**config.mk**
```make
export PLATFORM = sky130hd
export DESIGN_NAME = nibble_add_sequencer
export DESIGN_NICKNAME = d
export VERILOG_FILES = /design/src/rtl/nibble_add_sequencer.sv
export SDC_FILE = /design/constraint.sdc
export NUM_CORES = 1
export LEC_CHECK = 0
export BUFFER_PORTS_ARGS = -buffer_cell sky130_fd_sc_hd__buf_2
export CORE_ASPECT_RATIO = 2
export CORE_UTILIZATION = 50
export CTS_CLUSTER_DIAMETER = 100
export DETAILED_ROUTE_END_ITERATION = 10
export PLACE_DENSITY = 0.8
export SLEW_MARGIN = 25
export SYNTH_ARGS = -nofsm -noshare
export SYNTH_HDL_FRONTEND = slang
export SYNTH_HIERARCHICAL = 1
export SYNTH_SLANG_ARGS = --single-unit
export TNS_END_PERCENT = 50
```
**constraint.sdc**
```tcl
create_clock -name clk -period 3.6 [get_ports clk]
set_clock_uncertainty 0.2 [all_clocks]
set_input_delay 0 -clock clk [delete_from_list [all_inputs] [get_ports clk]]
set_output_delay 0 -clock clk [all_outputs]
set_load 0.05 [all_outputs]
```
**src/rtl/nibble_add_sequencer.sv**
```systemverilog
// ---------------------------------------------------------------------------
// nibble_add_sequencer
//
// Purpose:
//   Adds two W = 4*NIBBLES bit operands with one shared 4-bit ripple-carry
//   slice. It processes one nibble per clock, starting with the LSB nibble.
//   The carry is registered between nibbles. Operands come in and results go
//   out over valid/ready handshakes.
//
// Optional feature (macro SUB_EN):
//   When SUB_EN is defined, in_sub=1 selects A-B. B is inverted and the
//   carry-in is forced to 1.
//   When SUB_EN is undefined, in_sub is ignored and every operation is
//   A+B+in_cin.
//
// Ports:
//   clk        rising-edge clock
//   rst_n      synchronous active-low reset
//   in_valid   operand beat valid
//   in_ready   block can accept operands (registered)
//   in_a       operand A, W bits
//   in_b       operand B, W bits
//   in_cin     carry-in (add only)
//   in_sub     1 = subtract (only with SUB_EN)
//   out_valid  result valid (registered)
//   out_ready  consumer accepts result
//   out_sum    W-bit result
//   out_cout   carry out of the MSB nibble (no-borrow flag when subtracting)
//   out_ovf    signed overflow
// ---------------------------------------------------------------------------

// 4-bit ripple-carry slice built from full adders.
module ripple_carry_adder (
   input  logic [3:0] a,
   input  logic [3:0] b,
   input  logic       cin,
   output logic [3:0] sum,
   output logic       cout
);
   logic [4:0] c;

   assign c[0] = cin;

   genvar gi;
   generate
      for (gi = 0; gi < 4; gi++) begin : g_fa
         assign sum[gi]  = a[gi] ^ b[gi] ^ c[gi];
         assign c[gi+1]  = (a[gi] & b[gi]) | (c[gi] & (a[gi] ^ b[gi]));
      end
   endgenerate

   assign cout = c[4];
endmodule

module nibble_add_sequencer #(
   parameter int NIBBLES = 4,
   parameter int W       = 4 * NIBBLES
) (
   input  logic         clk,
   input  logic         rst_n,
   input  logic         in_valid,
   output logic         in_ready,
   input  logic [W-1:0] in_a,
   input  logic [W-1:0] in_b,
   input  logic         in_cin,
   input  logic         in_sub,
   output logic         out_valid,
   input  logic         out_ready,
   output logic [W-1:0] out_sum,
   output logic         out_cout,
   output logic         out_ovf
);
   localparam int IW = (NIBBLES > 1) ? $clog2(NIBBLES) : 1;
   localparam logic [IW-1:0] LAST = IW'(NIBBLES - 1);

   typedef enum logic [1:0] {IDLE, RUN, DONE} state_t;

   state_t          state;
   logic [W-1:0]    a_sh;
   logic [W-1:0]    b_sh;
   logic            carry;
   logic [IW-1:0]   idx;
   logic            a_msb;
   logic            b_msb;

   // Operand B after optional inversion, and the effective carry-in.
   logic [W-1:0]    b_prime;
   logic            cin_eff;

`ifdef SUB_EN
   assign b_prime = in_sub ? ~in_b : in_b;
   assign cin_eff = in_sub ? 1'b1 : in_cin;
`else
   logic unused_sub;
   assign unused_sub = in_sub;
   assign b_prime    = in_b;
   assign cin_eff    = in_cin;
`endif

   logic [3:0] slice_sum;
   logic       slice_cout;

   ripple_carry_adder u_slice (
      .a    (a_sh[3:0]),
      .b    (b_sh[3:0]),
      .cin  (carry),
      .sum  (slice_sum),
      .cout (slice_cout)
   );

   always_ff @(posedge clk) begin
      if (!rst_n) begin
         state     <= IDLE;
         in_ready  <= 1'b0;
         out_valid <= 1'b0;
         out_sum   <= '0;
         out_cout  <= 1'b0;
         out_ovf   <= 1'b0;
         a_sh      <= '0;
         b_sh      <= '0;
         carry     <= 1'b0;
         idx       <= '0;
         a_msb     <= 1'b0;
         b_msb     <= 1'b0;
      end else begin
         case (state)
            IDLE: begin
               // in_ready is low for the first IDLE cycle after reset.
               // It rises one cycle later.
               in_ready <= 1'b1;
               if (in_valid && in_ready) begin
                  a_sh     <= in_a;
                  b_sh     <= b_prime;
                  carry    <= cin_eff;
                  idx      <= '0;
                  a_msb    <= in_a[W-1];
                  b_msb    <= b_prime[W-1];
                  in_ready <= 1'b0;
                  state    <= RUN;
               end
            end
            RUN: begin
               // Result nibbles enter from the top. After NIBBLES shifts,
               // the first nibble has reached the LSB position.
               out_sum <= {slice_sum, out_sum[W-1:4]};
               carry   <= slice_cout;
               a_sh    <= a_sh >> 4;
               b_sh    <= b_sh >> 4;
               idx     <= idx + 1'b1;
               if (idx == LAST) begin
                  out_cout  <= slice_cout;
                  // slice_sum[3] is the final result MSB.
                  out_ovf   <= (a_msb == b_msb) && (slice_sum[3] != a_msb);
                  out_valid <= 1'b1;
                  state     <= DONE;
               end
            end
            DONE: begin
               if (out_ready) begin
                  out_valid <= 1'b0;
                  in_ready  <= 1'b1;
                  state     <= IDLE;
               end
            end
            default: begin
               state <= IDLE;
            end
         endcase
      end
   end
endmodule

```
-- Word level (Yosys, flattened, before mapping)
Cells that the tools add are included.
- output and inout bits: 20
- word-level logic and storage cells: 71
- bits in registers: 59
- input port bits: 38
- multiplexer cells: 18
- reductions and logical operators: 12
- bitwise operators: 20
- add/sub/neg operators: 1
- eq/ne operators: 8
- operators with widths (cell ; count):
    $pmux W16 S2 ; 2
    $mux W16 ; 2
    $and A1 B1 Y1 ; 8
    $mux W2 ; 4
    $reduce_and A2 Y1 ; 4
    $xor A1 B1 Y1 ; 8
    $ne A2 B2 Y1 const B ; 3
    $pmux W1 S2 ; 3
    $pmux W2 S3 ; 1
    $reduce_and A3 Y1 ; 2
    $reduce_bool A2 Y1 ; 3
    $mux W1 ; 5
    $eq A2 B2 Y1 const B ; 2
    $or A1 B1 Y1 ; 4
    $pmux W2 S2 ; 1
    $add A2 B1 Y2 const B ; 1
    $eq A2 B1 Y1 const B ; 1
    $logic_and A1 B1 Y1 ; 2
    $logic_not A2 Y1 ; 1
    $eq A1 B1 Y1 ; 1
    $ne A1 B1 Y1 ; 1

-- Longest topological paths before layout
- depth in word-level cells: 10
- gate-level depth with buffers: 11
- depth with buffers taken out: 11

-- By module
Netlist, hierarchy kept.
- modules (own cells, without submodules) (module ; sequential area each (sq um) ; times used ; area each (sq um) ; cells an instance):
    nibble_add_sequencer ; 1181.1 ; 1 ; 2753.9 ; 272
    ripple_carry_adder ; 0.0 ; 1 ; 117.6 ; 14

-- Worst setup path before layout
OpenSTA, ideal clock, no wires.
- path kind: register to register
- from: reg a_sh[0]
- to: reg out_ovf
- setup slack: 1.088 ns
- period minus slack after synthesis: 2.512 ns
- library setup time: 0.126 ns
- stages on the path, launching flop included: 12
- data arrival time: 2.186 ns
- cell sequence: dfxtp_1 > fa_1 > inv_1 > fa_1 > inv_1 > fa_1 > inv_1 > fa_1 > inv_1 > nor2b_1 > a221oi_1 > nor3b_1
- cells in the longest elaborated chain, start to end: 10
- ends and longest elaborated chain (element ; RTL line ; RTL):
    start, declared ; 79 ; logic [W-1:0] a_sh;
    start signal, assigned ; 132 ; a_sh <= in_a;
    start signal, assigned ; 147 ; a_sh <= a_sh >> 4;
    $xor A1 B1 Y1 ; 48 ; assign c[gi+1] = (a[gi] & b[gi]) | (c[gi] & (a[gi] ^ b[gi]));
    $and A1 B1 Y1 ; 48 ;
    $or A1 B1 Y1 (*) ; 48 ;
    $and A1 B1 Y1 (*) ; 48 ;
    $or A1 B1 Y1 (*) ; 48 ;
    $and A1 B1 Y1 (*) ; 48 ;
    $or A1 B1 Y1 (*) ; 48 ;
    $xor A1 B1 Y1 (*) ; 47 ; assign sum[gi] = a[gi] ^ b[gi] ^ c[gi];
    via slice_sum[3] ; 100 ; logic [3:0] slice_sum;
    $ne A1 B1 Y1 (*) ; 153 ; out_ovf <= (a_msb == b_msb) && (slice_sum[3] != a_msb);
    $logic_and A1 B1 Y1 (*) ; 153 ;
    end signal, assigned ; 153 ;
    end, declared ; 71 ; output logic out_ovf
Mark *: on every way through the listed nets, which the timed path passes. The rest lies on a longest branch.
A chain may end at the register's enable or synchronous reset.

-- Worst setup path in the final report
Same ends and word-level chain as after synthesis.

==> impl_metrics.csv <==
group,metric,value,unit
status,status,"finished, final reports clean",
layout,num_antenna_cells,0,
layout,area_growth,28.8,%
yosys,ys_types,27,
power_and_ir_drop,ir_drop,409,µV
global_route,track_usage,22.4,%
yosys,avgSynthCellArea,10.0,µm²
place,dp_hpwl,3.77,mm
clock_network,cts_made_buffers,9,
clock_network,clock-sinks,59,
layout,final_cell_mix,"dfxtp_1 (58), buf_2 (56), nand2_1 (46), dlygate4sd3_1 (34), a21boi_0 (29)",
detailed_routing,firstDrtPassIters,4,
power_and_ir_drop,leakagePower,1.65,nW
critical_path,crit_start,"a_sh[0]$_SDFFE_PN0P_",
timing,max_freq,369,MHz
clock_network,cts_tree,"done",
global_route,grt_pass1_wl,10.4,mm
critical_path,cp_max_fo,3,
detailed_routing,post_drt_wl_per_cell,14.8,µm
place,gp_congestion,0.782,
critical_path,worstPathArrival,2730,ps
global_route,grt_max_degree,62,
layout,drive_above_1_share,28.7,%
timing,rsz0062_at_grt,"false",
clock_network,root_buffer,"clkbuf_8",
yosys,ys_seq_area_share,41.1,%
critical_path,timing.rr.start,"a_sh[0]$_SDFFE_PN0P_",
critical_path,crit_required,3620,ps
place,port_buffers,56,
global_route,grt_overflow,0,
critical_path,crit_type,"register to register",
floorplan,dieHeight,109,µm
detailed_routing,drt-total-wl,6.35,mm
floorplan,fp-row-count,38,
detailed_routing,via_count,2349,
hold_path,worstHoldStart,"in_valid",
detailed_routing,avgViaCountPerCell,5.48,
floorplan,core,0.00547,mm²
clock_network,htree_levels,3,
detailed_routing,drt_iter0_drc,105,
floorplan,io_pins,58,
timing,fin_setup_tns,0,ps
yosys,yosysWarnings,6,
timing,period_minus_slack,2710,ps
power_and_ir_drop,total_power,1.72,mW
timing,tightest_slew,936,ps
critical_path,cp-end-kind,"register",
floorplan,die_area,0.00607,mm²
clock_network,clockBufferDepth,2,
global_route,first_global_vias,2279,
timing,slew_violations,0,
floorplan,start_util,52.5,%
layout,fin_area,0.00370,mm²
timing,setup_viol,0,
timing,finalCritPeriodShare,75.4,%
layout,nets,407,
clock_network,post_cts_buffers,0,
yosys,synth_area,0.00287,mm²
hold_path,hold_path_class,"primary input to register",
layout,final_common_cell,"dfxtp_1",
yosys,ys_seq_elements,59,
yosys,synth_fp_nets,329,
place,dpl_cell_area,0.00313,mm²
yosys,synth_cells,286,
floorplan,die_x,55.6,µm
power_and_ir_drop,powerDensity,464,mW/mm²
clock_network,clock_latency,340,ps
timing,hold_viol,0,
clock_network,path_clk_slew,70,ps
global_route,antenna_found_initial,0,
critical_path,cp-start-kind,"register",
timing,slew_headroom,37.6,%
detailed_routing,drc,0,
job,cap_violations,0,
detailed_routing,ant_nets,0,
Yosys cell counts (all sizes together):
master,number,area (µm²)
ha,1,12.5
nor4bb,1,10.0
o21bai,25,188
fa,4,80.1
a221oi,1,8.76
o211a,1,10.0
clkbuf,16,60.1
inv,11,41.3
nand2b,1,13.8
dfxtp,59,1180
nor2b,3,18.8
nor2,2,7.51
a21oi,4,23.8
o21ai,6,30.0
mux2,25,375
nand3b,2,15.0
a21boi,29,218
buf,13,90.1
nand2,46,173
o311a,25,250
nor3b,1,7.51
nand3,8,40.0
nand4bb,1,11.3
and2,1,6.26
flip-flops by register name, summed over array words and instances, names as in the netlist:
name	flops
idx	2
out_ovf	1
a_msb	1
out_cout	1
in_ready	1
b_msb	1
out_sum	16
carry	1
b_sh	16
out_valid	1
state	2
a_sh	16
metal layers:
| layer | routed length, µm | vias to the layer above | GRT usage (%) |
|---|---|---|---|
| li1 | - | 1167 | - |
| met2 | 3500 | 55 | 40.2 |
| met3 | 205 | 13 | 4.98 |
| met1 | 2440 | 1114 | 24.3 |
| met4 | 203 | 0 | 11.4 |
| met5 | 0 | - | 0 |
timing repair:
action	4_1_cts	5_1_grt
resized for setup	0	0
hold endpoints to repair	38	0
hold buffers	34	0
power breakdown:
part	internal (mW)	switching (mW)	leakage [nW]	total, mW
clock	0.424	0.260	0.119	0.684
sequential	0.699	0.0283	0.483	0.727
combinational	0.162	0.142	1.05	0.304
total	1.29	0.431	1.65	1.72
cell type report:
class	instances	area (µm²)
Inverter	11	41.3
Clock inverter	5	75.1
Clock buffer	11	151
Multi-Input combinational cell	187	1510
Timing Repair Buffer	96	666
Tap cell	60	75.1
Sequential cell	59	1180
Fill cell	415	1770
worst max-delay path, cell delays in order (launching register included):
cell and delay (ps):
dfxtp_1 320, fa_1 430, inv_1 80, fa_1 150, inv_1 60, fa_1 360, inv_1 70, fa_1 420
inv_1 100, nor2b_1 50, a221oi_1 260, nor3b_1 90
cell families after synthesis:
kind of cell	synth area share [%]
AO/OA/AOI/OAI	25.4
AND/OR/NAND/NOR	10.5
flip-flops	41.1
buffers and inverters	6.67
multiplexers	13.1
adder cells (fa/ha/maj)	3.22
through the flow:
step	worst slack (ps)	utilization [%]	cells	hold WS, ps
after global routing	732	67.6	429	82.5
after global placement	966	57.3	379	53.3
after detailed placement	885	57.3	379	64.6
after CTS	881	67.6	429	58.0
after floorplan	1090	-	286	-55.1
final	887	67.6	429	62.7
final timing paths:
check	slack, ps	cells past startpoint	endpoint
min	60	5	b_sh[13]$_SDFFE_PN0P_
max reg2reg	890	11	out_ovf$_SDFFE_PN0P_
max	890	11	out_ovf$_SDFFE_PN0P_
min reg2reg	260	2	out_sum[1]$_SDFFE_PN0N_
Note: power is estimated with default switching activity, not from simulation.
